**src/rtl/sha256_msg_ctrl.sv**
```systemverilog
// sha256_msg_ctrl: byte-stream front end for a sha256 compression core.
// Packs message bytes into 512-bit blocks and applies SHA-256 padding.
// It issues one block at a time to the core and chains the core result
// into the next block. The final digest is presented on a valid/ready port.
//
// state | meaning
// FILL  | accepting message bytes into the block buffer
// SEND  | in_vld pulse, chunk = buffer, in_hash = H
// WAIT  | block outstanding at the core, chunk/in_hash held
// PAD2  | build the trailing padding-only block
// OUT   | digest presented until accepted
module sha256_msg_ctrl #(
    parameter int LEN_W = 32
) (
    input  logic           clk,
    input  logic           rst_n,
    input  logic [7:0]     s_data,
    input  logic           s_valid,
    input  logic           s_last,
    output logic           s_ready,
    output logic [511:0]   chunk,
    output logic [255:0]   in_hash,
    output logic           in_vld,
    input  logic [255:0]   out_hash,
    input  logic           out_vld,
    output logic [255:0]   m_digest,
    output logic           m_valid,
    input  logic           m_ready
);

    localparam logic [255:0] IV = {32'h5be0cd19, 32'h1f83d9ab, 32'h9b05688c, 32'h510e527f,
                                   32'ha54ff53a, 32'h3c6ef372, 32'hbb67ae85, 32'h6a09e667};

    typedef enum logic [2:0] {ST_FILL, ST_SEND, ST_WAIT, ST_PAD2, ST_OUT} state_t;

    state_t             state_q, state_d;
    logic [5:0]         idx_q, idx_d;
    logic [LEN_W-1:0]   cnt_q, cnt_d;
    logic [511:0]       buf_q, buf_d;
    logic [255:0]       h_q, h_d;
    logic               final_q, final_d;
    logic               pad_pending_q, pad_pending_d;
    logic               pad_80_q, pad_80_d;
    logic               in_vld_q, in_vld_d;
    logic               s_ready_q, s_ready_d;
    logic               m_valid_q, m_valid_d;
    logic [255:0]       m_digest_q, m_digest_d;

    logic [6:0]         n_fill;
    logic [LEN_W-1:0]   cnt_inc;
    logic [63:0]        fill_len;
    logic [63:0]        pad_len;

    // Block byte j lands in word j/4, big-endian within the word.
    function automatic int byte_lsb(input int j);
        return 32 * (j / 4) + 8 * (3 - (j % 4));
    endfunction

    // Next-state, buffer packing/padding and output computation.
    always_comb begin
        state_d       = state_q;
        idx_d         = idx_q;
        cnt_d         = cnt_q;
        buf_d         = buf_q;
        h_d           = h_q;
        final_d       = final_q;
        pad_pending_d = pad_pending_q;
        pad_80_d      = pad_80_q;
        m_valid_d     = m_valid_q;
        m_digest_d    = m_digest_q;

        n_fill   = {1'b0, idx_q} + 7'd1;
        cnt_inc  = cnt_q + LEN_W'(1);
        fill_len = 64'(cnt_inc) << 3;
        pad_len  = 64'(cnt_q) << 3;

        case (state_q)
            ST_FILL: begin
                if (s_valid && s_ready_q) begin
                    cnt_d = cnt_inc;
                    idx_d = n_fill[5:0];
                    for (int j = 0; j < 64; j++) begin
                        if (7'(j) == {1'b0, idx_q}) begin
                            buf_d[byte_lsb(j) +: 8] = s_data;
                        end else if (s_last && 7'(j) == n_fill) begin
                            buf_d[byte_lsb(j) +: 8] = 8'h80;
                        end else if (s_last && 7'(j) > n_fill) begin
                            // Length field only fits when the message ended early enough.
                            if (n_fill <= 7'd55 && j >= 56) begin
                                buf_d[byte_lsb(j) +: 8] = fill_len[8 * (63 - j) +: 8];
                            end else begin
                                buf_d[byte_lsb(j) +: 8] = 8'h00;
                            end
                        end
                    end
                    if (s_last || n_fill == 7'd64) begin
                        state_d       = ST_SEND;
                        final_d       = s_last && (n_fill <= 7'd55);
                        pad_pending_d = s_last && (n_fill > 7'd55);
                        pad_80_d      = s_last && (n_fill == 7'd64);
                    end
                end
            end
            ST_SEND: begin
                idx_d   = '0;
                state_d = ST_WAIT;
            end
            ST_WAIT: begin
                if (out_vld) begin
                    h_d = out_hash;
                    if (final_q) begin
                        state_d    = ST_OUT;
                        m_valid_d  = 1'b1;
                        m_digest_d = out_hash;
                    end else if (pad_pending_q) begin
                        state_d = ST_PAD2;
                    end else begin
                        state_d = ST_FILL;
                    end
                end
            end
            ST_PAD2: begin
                buf_d = '0;
                if (pad_80_q) begin
                    buf_d[31:24] = 8'h80;
                end
                for (int j = 56; j < 64; j++) begin
                    buf_d[byte_lsb(j) +: 8] = pad_len[8 * (63 - j) +: 8];
                end
                final_d       = 1'b1;
                pad_pending_d = 1'b0;
                pad_80_d      = 1'b0;
                state_d       = ST_SEND;
            end
            ST_OUT: begin
                if (m_ready) begin
                    h_d       = IV;
                    cnt_d     = '0;
                    idx_d     = '0;
                    m_valid_d = 1'b0;
                    state_d   = ST_FILL;
                end
            end
            default: state_d = ST_FILL;
        endcase

        in_vld_d  = (state_d == ST_SEND);
        s_ready_d = (state_d == ST_FILL);
    end

    // State and registered outputs.
    always_ff @(posedge clk or negedge rst_n) begin
        if (!rst_n) begin
            state_q       <= ST_FILL;
            idx_q         <= '0;
            cnt_q         <= '0;
            buf_q         <= '0;
            h_q           <= IV;
            final_q       <= 1'b0;
            pad_pending_q <= 1'b0;
            pad_80_q      <= 1'b0;
            in_vld_q      <= 1'b0;
            s_ready_q     <= 1'b0;
            m_valid_q     <= 1'b0;
            m_digest_q    <= '0;
        end else begin
            state_q       <= state_d;
            idx_q         <= idx_d;
            cnt_q         <= cnt_d;
            buf_q         <= buf_d;
            h_q           <= h_d;
            final_q       <= final_d;
            pad_pending_q <= pad_pending_d;
            pad_80_q      <= pad_80_d;
            in_vld_q      <= in_vld_d;
            s_ready_q     <= s_ready_d;
            m_valid_q     <= m_valid_d;
            m_digest_q    <= m_digest_d;
        end
    end

    assign chunk    = buf_q;
    assign in_hash  = h_q;
    assign in_vld   = in_vld_q;
    assign s_ready  = s_ready_q;
    assign m_valid  = m_valid_q;
    assign m_digest = m_digest_q;

endmodule

```
**config.mk**
```make
export PLATFORM = sky130hd
export DESIGN_NAME = sha256_msg_ctrl
export DESIGN_NICKNAME = d
export VERILOG_FILES = /design/src/rtl/sha256_msg_ctrl.sv
export SDC_FILE = /design/constraint.sdc
export NUM_CORES = 2
export LEC_CHECK = 0
export ABC_AREA = 1
export CAP_MARGIN = 5
export CELL_PAD_IN_SITES_DETAIL_PLACEMENT = 1
export CELL_PAD_IN_SITES_GLOBAL_PLACEMENT = 1
export CORE_AREA = 2 2 509 511
export DETAILED_ROUTE_END_ITERATION = 7
export DIE_AREA = 0 0 511 513
export PLACE_DENSITY_LB_ADDON = 0.1
export RECOVER_POWER = 100
export SYNTH_ARGS = -nofsm -noshare
export SYNTH_HDL_FRONTEND = slang
export SYNTH_SLANG_ARGS = --single-unit
```
**constraint.sdc**
```tcl
create_clock -name clk -period 3 [get_ports clk]
set_clock_uncertainty 0.2 [all_clocks]
set_input_delay 0.9 -clock clk [delete_from_list [all_inputs] [get_ports clk]]
set_output_delay 0.9 -clock clk [all_outputs]
set_load 0.01 [all_outputs]
```
======== After elaboration in Yosys (flattened, before gate mapping) ========
Cells that the tools add are included.
cells by class
  $lt $le $gt $ge ......................... 66
  add/sub/neg operators ................... 2
  multiplexer cells ....................... 229
  eq/ne operators ......................... 201
  reductions and logical operators ........ 211
operators with widths
  kind                   count
  $mux 8                 197
  $pmux 512 s2           1
  $mux 256               2
  $mux 512               1
  $pmux 256 s2           1
  $ne 4x4->1 const B     64
  $eq 6x7->1 const A     32
  $gt 6x7->1 const A     32
  $reduce_and 3->1       69
  $eq 6x6->1 const A     32
  $logic_and 1x1->1      132
  $eq 5x7->1 const A     16
  $gt 5x7->1 const A     16
  $eq 5x6->1 const A     16
  $mux 32                2
  $pmux 32 s2            1
  $eq 4x7->1 const A     8
  $gt 4x7->1 const A     8
  $eq 4x6->1 const A     8
  $add 32x1->32 const B  1
  $eq 3x7->1 const A     4
  $gt 3x7->1 const A     4
  $eq 3x6->1 const A     4
  $mux 3                 6
  other kinds (27)       52
word-level totals
  output and inout port bits .............. 1027
  register bits after elaboration ......... 1071
  bits of input ports ..................... 270
  logic and storage cells ................. 784

======== Logic depth before layout (Yosys ltp) ========
  depth in word-level cells ............... 8
  mapped depth ............................ 16
  mapped depth without buffers ............ 16

======== Worst setup path before layout ========
No wires, ideal clock.
  path type ............................... register to register
  start ................................... register idx_q[0]
  end ..................................... register buf_q[415], in the netlist chunk[415]
  clock period less this slack ............ 2489 ps
  path slack .............................. 511 ps
  setup time .............................. 117 ps
  arrival ................................. 2172 ps
  cell stages (with the launch flop) ...... 13
  buffers on the path ..................... 1
  required time ........................... 2683 ps
  path through ............................ dfrtp_1 clkbuf_2 inv_1 ha_1 inv_1 nand2_1 nor2_1 nand2_1 o21a_1 o21ai_2 nand2_2 nand2_1 nand2_1
on the way
  cells in the longest elaborated chain, start to end .. 7
  elaborated cells on any way between the ends .. 12
  classes of those cells .................. add/sub: 1; order compare: 1; eq/ne: 3; mux: 4; reduce/logical: 3
ends and longest elaborated chain
  item                                                                 RTL line  source
  from (decl)                                                          37        logic [5:0] idx_q, idx_d;
  from (signal assigned)                                               168       idx_q <= idx_d;
  parallel branches: the longest is 7 deep, another holds $add 6x1->7  n/a
  to (signal assigned)                                                 170       buf_q <= buf_d;
  to (decl)                                                            39        logic [511:0] buf_q, buf_d;
Several ways; the timed one is not identified. The select of a mux whose other input is x is not followed.
A chain may end at the register's enable or synchronous reset.

======== Worst setup path after layout ========
  start ................................... register buf_q[359], in the netlist chunk[359]
  end ..................................... output port chunk[359]
RTL lines
  item       RTL line  source
  to (decl)  21        output logic [511:0] chunk,
No word-level cell between the ends.

==> impl_metrics.json <==
{
  "path_clk_slew_ps": 60,
  "seq_area_sq_um": 26980,
  "ir_drop_v": 0.0005313,
  "drt_first_pass_iters": 5,
  "track_usage_pct": 22.56,
  "rows": 186,
  "critPathMaxStageDelay_ps": 590,
  "gp_congestion": 0.9136,
  "fin_ws_ps": 67.45,
  "clock-sinks": 1071,
  "fin_cells": 10780,
  "worstHoldEndpoint": "chunk[271]",
  "min-delay-start": "chunk[271]",
  "mostFrequentLayoutCells": "nand2_1 (2434), clkdlybuf4s50_1 (941), dfrtp_1 (925)",
  "core_area_sq_um": 256200,
  "vias_per_cell": 4.308,
  "slew_headroom_pct": -6.764,
  "max_freq_mhz": 341.0,
  "drv_slew": 189,
  "yosys.cell_types.count": 48,
  "multi_input_area_sq_um": 17940,
  "power_density_nw_per_um2": 920.5,
  "cts_tree": "yes",
  "layout.nets": 7525,
  "rsz0062_at_grt": "yes",
  "drive_above_1_share_pct": 11.91,
  "synth_area_sq_um": 46640,
  "grt_max_degree": 122,
  "grt_first_pass_wirelength_um": 415800,
  "die-area_sq_um": 262100,
  "port-buffer-count": 1296,
  "period_share_pct": 97.75,
  "setup_viol": 0,
  "nFillCells": 30049,
  "power.share.switching_pct": 40.01,
  "cts_buffer_depth": 3,
  "overflow": 0,
  "arrival_ps": 1830,
  "p_comb_share_pct": 40.2,
  "netlist.area_leader.share_pct": 50.16,
  "ioPinCount": 1297,
  "htreeDepth": 4,
  "crit_path_start_kind": "flop",
  "fp.dieH_um": 513,
  "power_switching_mw": 26.11,
  "cp_cell_sequence": "clkdlybuf4s50_1",
  "yosysTopAreaCell": "dfrtp_1",
  "required_ps": 1900,
  "violations": "capacitance limit, slew limit",
  "first_global_vias": 48702,
  "min_path_type": "flop to flop",
  "critPathBufInv": 1,
  "cts_root_buf": "clkbuf_16",
  "antenna_left": 0,
  "numCtsBuffers": 144,
  "worst_setup_path_end_kind": "primary output",
  "ys_warn_count": 0,
  "synth_area_leaders": "dfrtp_1 (50%), nand2_1 (20%), dfstp_2 (7.7%)",
  "dpl.hpwl_um": 235000,
  "worst_slew_pin_slew_ps": 1601,
  "synthToLayoutAreaGrowth_pct": 52.00,
  "cp_max_fo": 2,
  "p_seq_share_pct": 32.7,
  "synth_seq_cells": 1071,
  "internal-power_mw": 39.15,
  "drv_cap": 1,
  "period_needed_ps": 2933,
  "vias": 46439,
  "p_leak_nw": 33.90,
  "antenna_found_initial": 111,
  "layout_commonest_cell": "nand2_1",
  "r2r-end": "chunk[62]",
  "reg2reg_depth": 8,
  "drt_iter0_drc": 2638,
  "drc": 0,
  "syn-num-nets": 5980,
  "synth_area_per_cell_sq_um": 8.175,
  "pre_cts_ws_ps": -215.3,
  "die_w_um": 511,
  "r2r-start": "idx_q[2]",
  "yosysSeqAreaShare_pct": 57.83,
  "clock_latency_ps": 800,
  "wl_per_cell_um": 28.07,
  "synth_cells": 5705,
  "crit_type": "flop to primary output",
  "clkPwrFrac_pct": 27.1,
  "placed_cells": 10481,
  "critical-path-top-delay-family": "buffers and inverters",
  "critPathSlowestCell": "clkdlybuf4s50_1",
  "hold_violations": 0,
  "initial_core_util_pct": 18.20,
  "hold_path_depth": 2,
  "routed_wl_um": 302600,
  "r2r_slack_ps": 120,
  "status": "finished with violations"
}
==> state kept, by name (all words and copies together), names as in the netlist <==
name / count
pad_80_q: 1
cnt_q: 32
state_q: 3
pad_pending_q: 1
in_vld: 1
in_hash: 256
final_q: 1
m_valid: 1
m_digest: 256
idx_q: 6
chunk: 512
s_ready: 1
==> routing by layer <==
layer	vias up	routed length (um)	track usage [%]
li1	21343	-	-
met1	23311	119700	25.85
met2	1363	146500	38.25
met3	422	26650	8.952
met4	0	9693	7.103
met5	-	0	0
==> synthesized netlist by cell type (all sizes together) <==
cell type,n
nor2,519
ha,5
o22ai,31
nand2,2481
a211oi,3
o211ai,14
a22oi,17
nor3b,2
o31ai,21
a31oi,8
a221oi,4
buf,97
or2,3
nand3b,2
clkbuf,204
o21bai,3
a21oi,57
nand3,406
nand4,36
o2111ai,2
dfstp,136
inv,166
nor3,37
xor2,14
nor4,1
o21a,1
dfrtp,935
mux2i,1
clkinv,7
o21ai,492
==> tightest hold or removal path, cell delays in order, from the launching register on <==
cell and delay, ps:
dfrtp_1 340, nand2_1 50, nand2_1 40
==> what timing repair did <==
| action | 4_1_cts | 5_1_grt |
|---|---|---|
| resized for setup | 352 | 67 |
| setup buffers | 0 | 6 |
| pin swaps | 0 | 3 |
| hold endpoints to repair | 4 | 0 |
| setup endpoints to repair | 416 | 371 |
| hold buffers | 1 | 0 |
==> cell families (layout without fill, tap and decap cells) <==
| group | after synthesis | count (layout) | share of synthesized area (%) |
|---|---|---|---|
| flops | 1071 | 1071 | 57.83 |
| mux | 1 | 1 | 0.02146 |
| compound gates | 653 | 653 | 7.654 |
| buf+inv | 474 | 2134 | 4.150 |
| other cells | 0 | 31 | 0 |
| fa+ha+maj | 5 | 5 | 0.1341 |
| simple gates | 3487 | 3487 | 29.95 |
| xor+xnor | 14 | 14 | 0.2629 |
==> power by group through the flow <==
stage	combinational (mW)	clock, mW	sequential, mW
3_3_place_gp	28.1	0	21.4
2_1_floorplan	8.01	0	22.9
4_1_cts	27.2	18.3	21.3
5_1_grt	28.5	18.8	21.9
6_report	26.2	17.7	21.3
3_5_place_dp	28.1	0	21.4
==> stage by stage <==
step | hold WS [ps] | power [mW] | area (sq um) | setup TNS [ps] | util [%]
finish | 265.4 | 65.26 | 70890 | 0 | 27.67
global route | 288.5 | 69.25 | 70880 | -406.8 | 27.66
CTS | 272.9 | 66.83 | 71400 | 0 | 27.87
detailed placement | 259.2 | 49.52 | 67020 | -11440 | 26.16
global placement | 257.2 | 49.50 | 67020 | -7043 | 26.16
floorplan | 243.7 | 30.87 | 46640 | 0 | -
==> worst max-delay path by stage <==
stage | start | end | slack, ps | depth (start not counted)
after global routing | idx_q[0] | chunk[492] | -50 | 16
after global placement | idx_q[2] | chunk[61] | -180 | 8
after detailed placement | idx_q[2] | chunk[61] | -220 | 8
after CTS | chunk[73] | chunk[73] | 0.4 | 1
final | chunk[359] | chunk[359] | 70 | 1
after floorplan | idx_q[0] | chunk[415] | 510 | 12
==> layout make-up <==
class / instances / area share [%]
clock buffer: 231 / 6.103
clock inverter: 30 / 0.5860
antenna: 31 / 0.1094
multi-input combinational: 4160 / 25.31
timing repair buffer: 1700 / 22.91
tap: 3384 / 5.972
sequential: 1071 / 38.06
inverter: 173 / 0.9478
No activity file was read; power rests on OpenSTA's default activity.
